[config.mk]
export PLATFORM = sky130hd
export DESIGN_NAME = inst_fetch
export DESIGN_NICKNAME = d
export VERILOG_FILES = /design/src/rtl/inst_fetch.sv
export SDC_FILE = /design/constraint.sdc
export NUM_CORES = 1
export LEC_CHECK = 0
export CORE_MARGIN = 1.5
export CORE_UTILIZATION = 47
export DETAILED_ROUTE_END_ITERATION = 10
export HOLD_SLACK_MARGIN = 0.05
export MAX_ROUTING_LAYER = met4
export PLACE_DENSITY = 0.83
export SLEW_MARGIN = 20
export SYNTH_ARGS = -nofsm -noshare
export SYNTH_HDL_FRONTEND = slang
export SYNTH_SLANG_ARGS = --single-unit
[constraint.sdc]
create_clock -name clk -period 4.8 [get_ports clk]
set_input_delay 0.96 -clock clk [delete_from_list [all_inputs] [get_ports clk]]
set_output_delay 0.96 -clock clk [all_outputs]
set_load 0.02 [all_outputs]
[src/rtl/inst_fetch.sv]
// inst_fetch: instruction fetch unit. Holds the PC, issues one outstanding
// word read at a time and presents the fetched instruction to the controller
// under a valid/ready handshake. The next PC comes from jump/branch/zero,
// sampled in the cycle the held instruction is accepted.
// Optional feature: define IFU_PERF_EN to build the fetch/redirect counters;
// without it both counter ports are tied to zero.
module inst_fetch #(
   parameter logic [31:0] RESET_PC = 32'h0000_0000
) (
   input  logic        clk,
   input  logic        rst,
   output logic        imem_req,
   output logic [31:0] imem_addr,
   input  logic        imem_ack,
   input  logic [31:0] imem_rdata,
   output logic [31:0] inst,
   output logic        inst_valid,
   input  logic        inst_ready,
   output logic [5:0]  OP,
   output logic [5:0]  funct,
   output logic [31:0] pc_out,
   input  logic        jump,
   input  logic        branch,
   input  logic        zero,
   output logic [31:0] fetch_cnt,
   output logic [31:0] redirect_cnt
);

   typedef enum logic [1:0] {
      S_RST   = 2'd0,
      S_FETCH = 2'd1,
      S_HOLD  = 2'd2
   } state_t;

   state_t      r_state;
   logic [31:0] r_pc;
   logic [31:0] r_inst;
   logic [31:0] r_pc_out;
   logic        r_req;
   logic        r_valid;

   logic [31:0] w_seq_pc;
   logic [31:0] w_jump_pc;
   logic [31:0] w_br_pc;
   logic [31:0] w_next_pc;
   logic        w_accept;

   // Candidate successors of the held instruction (all modulo 2^32).
   assign w_seq_pc  = r_pc_out + 32'd4;
   assign w_jump_pc = {w_seq_pc[31:28], r_inst[25:0], 2'b00};
   assign w_br_pc   = w_seq_pc + {{14{r_inst[15]}}, r_inst[15:0], 2'b00};

   // A handshake only counts while an instruction is actually held.
   assign w_accept  = (r_state == S_HOLD) && inst_ready;

   // Next-PC select: jump beats a taken branch, otherwise fall through.
   always_comb begin
      w_next_pc = w_seq_pc;
      if (jump) begin
         w_next_pc = w_jump_pc;
      end else if (branch && zero) begin
         w_next_pc = w_br_pc;
      end else begin
         w_next_pc = w_seq_pc;
      end
   end

   // Fetch FSM with registered request/valid and held instruction/PC.
   always_ff @(posedge clk) begin
      if (rst) begin
         r_state  <= S_RST;
         r_pc     <= RESET_PC;
         r_inst   <= 32'h0000_0000;
         r_pc_out <= RESET_PC;
         r_req    <= 1'b0;
         r_valid  <= 1'b0;
      end else begin
         case (r_state)
            S_RST: begin
               r_state <= S_FETCH;
               r_req   <= 1'b1;
               r_valid <= 1'b0;
            end
            S_FETCH: begin
               if (imem_ack) begin
                  r_inst   <= imem_rdata;
                  r_pc_out <= r_pc;
                  r_req    <= 1'b0;
                  r_valid  <= 1'b1;
                  r_state  <= S_HOLD;
               end
            end
            S_HOLD: begin
               if (inst_ready) begin
                  r_pc    <= w_next_pc;
                  r_valid <= 1'b0;
                  r_req   <= 1'b1;
                  r_state <= S_FETCH;
               end
            end
            default: begin
               r_state <= S_RST;
               r_pc    <= RESET_PC;
               r_req   <= 1'b0;
               r_valid <= 1'b0;
            end
         endcase
      end
   end

   assign imem_req   = r_req;
   assign imem_addr  = r_pc;
   assign inst       = r_inst;
   assign inst_valid = r_valid;
   assign pc_out     = r_pc_out;
   assign OP         = r_inst[31:26];
   assign funct      = r_inst[5:0];

`ifdef IFU_PERF_EN
   logic [31:0] r_fetch_cnt;
   logic [31:0] r_redirect_cnt;
   logic        w_redirect;

   assign w_redirect = (w_next_pc != w_seq_pc);

   // Count accepted handshakes and those that leave the sequential path.
   always_ff @(posedge clk) begin
      if (rst) begin
         r_fetch_cnt    <= 32'h0000_0000;
         r_redirect_cnt <= 32'h0000_0000;
      end else if (w_accept) begin
         r_fetch_cnt <= r_fetch_cnt + 32'd1;
         if (w_redirect) begin
            r_redirect_cnt <= r_redirect_cnt + 32'd1;
         end
      end
   end

   assign fetch_cnt    = r_fetch_cnt;
   assign redirect_cnt = r_redirect_cnt;
`else
   assign fetch_cnt    = 32'h0000_0000;
   assign redirect_cnt = 32'h0000_0000;
`endif

endmodule

==> results by group <==
Run status
  – Status: completed

CTS
  – CTS clock-pin slew for the worst setup and hold paths: 70 ps
  – Clock root buffer: clkbuf_16
  – CTS buffer count: 9
  – Hold-fix buffer count after cts: 0
  – # Post-CTS Setup Buffers: 0
  – Clock Path Buffers: 2
  – Clock Latency Late Sink: between 300 and 400 ps
  – TritonCTS sink count: between 90 and 100
  – CTS tree: built
  – H-tree Lvls: 3
  – PostCTS Resize Cnt: 0

Worst setup path
  – Arrival time worst endpoint: 4270 ps
  – CP max stage delay: approximately 440 ps
  – Delay-heaviest family, CP: compound AO/OA/AOI/OAI gates
  – Max Fanout on Critical Path: 7
  – Crit path kind: flip-flop to flip-flop
  – Slowest CP cell: dfxtp_1
  – Worst setup EP type: flip-flop
  – Worst path required time: between 5000 and 6000 ps
  – CP Cell Sequence: and4_1 > nand2_1 > xnor2_1 > ha_1 > a2111oi_2 > o21ai_1 > a221oi_4 > a31oi_4 > a211oi_4 > o21ai_2 > o31ai_4 > o31ai_1 > a31o_1
  – Buf+Inv Stages, Crit Path: 0
  – Crit start category: flip-flop
  – Critical path startpoint: pc_out[4]
  – Worst R2R Start: pc_out[4]

Yosys
  – Synth area leaders: dfxtp_1, nand2_1, buf_4
  – Syn Area/Cell: 7.572 µm²
  – Post-synthesis sequential area ratio: between 20% and 30%
  – Post-synthesis async set-or-reset flop share: 0%
  – Yosys cell types: 68
  – Area leader, netlist: dfxtp_1
  – Synth Flop Type: dfxtp_1
  – Post-synth top area share: between 20% and 30%
  – Yosys reg bits: 98
  – Syn. warnings: 0
  – Synthesized area: 6573 µm²
  – Post-synth EDFFs: 0
  – Cells after Synth: roughly 870

STA
  – Slew HR: 38.41%
  – Setup TNS: 0 ps
  – Fin crit period: about 4000 ps
  – Highest clock rate: between 200 and 250 MHz
  – Tcrit/Tclk final: a little over four fifths
  – Clk_skew: 10.61 ps
  – Pins Over Slew Limit: 0
  – Unrepaired setup endpoints after global routing: false
  – Worst-margin pin slew: just over 900 ps
  – Final setup viols: 0
  – Final hold vios: 0

Power
  – Power share of the sequential group: between 40% and 50%
  – Sw Ratio: ~30%
  – Clk pwr share: roughly two fifths
  – P_leak: between 3 and 4 nW
  – Power Density: about 230 nW/µm²
  – Sw power: 554.5 µW
  – Gate power share: ~15%
  – Peak supply drop: between 0.15 and 0.2 mV
  – Internal: 1.341 mW

Run
  – Max-cap violations: 0

Cells and area
  – P&R area growth vs syn: 24.44%
  – # nets final: 1,060
  – Layout filler cell count: around 1,300
  – N_diodes: 0
  – Fraction of layout cells with a size suffix above 1: under 10%
  – Layout Cells excl Fill: roughly 1,200
  – Commonest non-fill, non-tap cell in the layout: nand2_1
  – Most frequent cells in the layout: nand2_1, clkdlybuf4s50_1, a21oi_1, dfxtp_1, conb_1

Route
  – Avg WL per Cell: about 16 µm
  – ANT nets after route: 0
  – Final wirelength: around 19,000 µm
  – Number of remaining DRC errors: 0
  – Number of vias per cell: approximately 5.5
  – DR iter-0 viols: roughly 470
  – Drt first pass iters: 5
  – Via Count: between 6,000 and 7,000

Placed design
  – I/O Buffers: between 100 and 150
  – Inst Count DP: between 1,000 and 1,500
  – HPWL after DPL: roughly 14,000 µm
  – GP Congestion: 0.9755

Global route
  – First-pass GRT wire length: roughly 30,000 µm
  – Global Route met2 Usage: roughly two fifths
  – M3 GR Usage: 6.062%
  – GRT busiest layer: met2
  – Tot GR Track Use: 26.99%
  – GRT Residual Overflow: 0
  – Met1 Use GR: between 30% and 40%
  – Initial antenna violation count: 0
  – Vias in the first global route: between 5,000 and 6,000
  – Largest net degree at the start of global routing: between 50 and 60

Floorplan
  – Die height: 121.3 µm
  – Initial Util: 47.72%
  – Row count: 43
  – Ports: ~210
  – Die span in x: 121.3 µm
  – Full die area: 14,700 µm²
  – Core box area: 13,770 µm²

Hold path
  – Hold Path Class: flip-flop to flip-flop
  – Hold_sp: imem_addr[20]
kinds of logic (layout without fill, tap and decap cells):
group	count (synthesis)	in the layout	synth area share, %
and+or+nand+nor	317	317	21.09
buffers and inverters	129	188	11.71
adders and majority gates	36	36	6.967
muxes	5	5	0.7615
DFF	98	98	29.85
xor gates and xnor gates	45	45	5.997
other	1	64	0.05706
AOI/OAI and AO/OA	237	237	23.57
through the flow:
step                total power, mW  cell area (µm²)  hold slack, ps  setup WS (ps)  util, %
floorplan                     1.091             6809           528.0           1217        -
global placement              1.157             7876           449.1          895.8    57.19
detailed placement            1.158             7876           454.0          875.3    57.19
CTS                           1.900             8179           464.0          843.4    59.38
global route                  1.968             8179           487.2          501.4    59.38
finish                        1.896             8179           461.3          777.8    59.38
worst min-delay path: cells and delay by family, from the launching register on:
| family | cells | cell delay (ps) |
|---|---|---|
| flip-flops | 1 | 330 |
| AND/OR/NAND/NOR | 2 | 100 |
final cells by class:
class	instances	area, µm²	area share [%]
flip-flops and latches	98	1962	23.99
clock buffers	9	225.2	2.754
multi-input cells	704	4085	49.95
well taps	180	225.2	2.754
inverters	14	52.55	0.6425
clock inverters	7	77.57	0.9484
repair buffers	158	1551	18.97
path summary, 6_finish.rpt:
path | endpoint | slack [ps] | cells after the start
max | imem_addr[29] | 780 | 13
max reg2reg | imem_addr[29] | 780 | 13
min reg2reg | imem_addr[20] | 460 | 2
min | imem_addr[20] | 460 | 2
per-layer routing:
layer | wire length [µm] | up-vias
met2 | 8855 | 272
li1 | - | 3121
met1 | 8193 | 3008
met3 | 1427 | 33
met4 | 418 | 0
met5 | 0 | -
flip-flops by register name, summed over array words and instances (netlist names):
name and flops:
inst 32, pc_out 32, imem_addr 32, inst_valid 1, r_state 1
synthesized netlist by cell type (2+ instances only):
master and count:
nand2_1 189, a21oi_1 103, dfxtp_1 98, buf_4 76
nor2_1 49, clkbuf_1 38, o21ai_0 38, ha_1 35
xnor2_1 27, xor2_1 18, nand3_1 16, inv_1 13
a211oi_1 11, nor3_1 11, o211ai_1 9, o21bai_1 9
nand4_1 8, and3_1 7, and2_1 6, a21o_1 5
a32oi_1 5, and4_1 5, mux2i_1 5, o21ai_1 5
a22oi_1 4, nand2b_1 4, nor2b_1 4, o31ai_1 4
or2_2 4, a2111oi_2 3, a31oi_1 3, a32o_1 3
nand3b_1 3, nor4_1 3, o21a_1 3, o22ai_1 3
o311ai_0 3, o31a_1 3, a211o_1 2, a21boi_0 2
a22o_1 2, o31ai_2 2, or4_1 2
power groups by stage:
stage	Sequential [mW]	Combinational [mW]	Clock [mW]
after floorplan	0.884	0.207	0
after global placement	0.870	0.287	0
after detailed placement	0.870	0.289	0
after CTS	0.851	0.290	0.759
after global routing	0.853	0.317	0.798
final	0.851	0.291	0.754
Power figures use the tool's default switching activity.
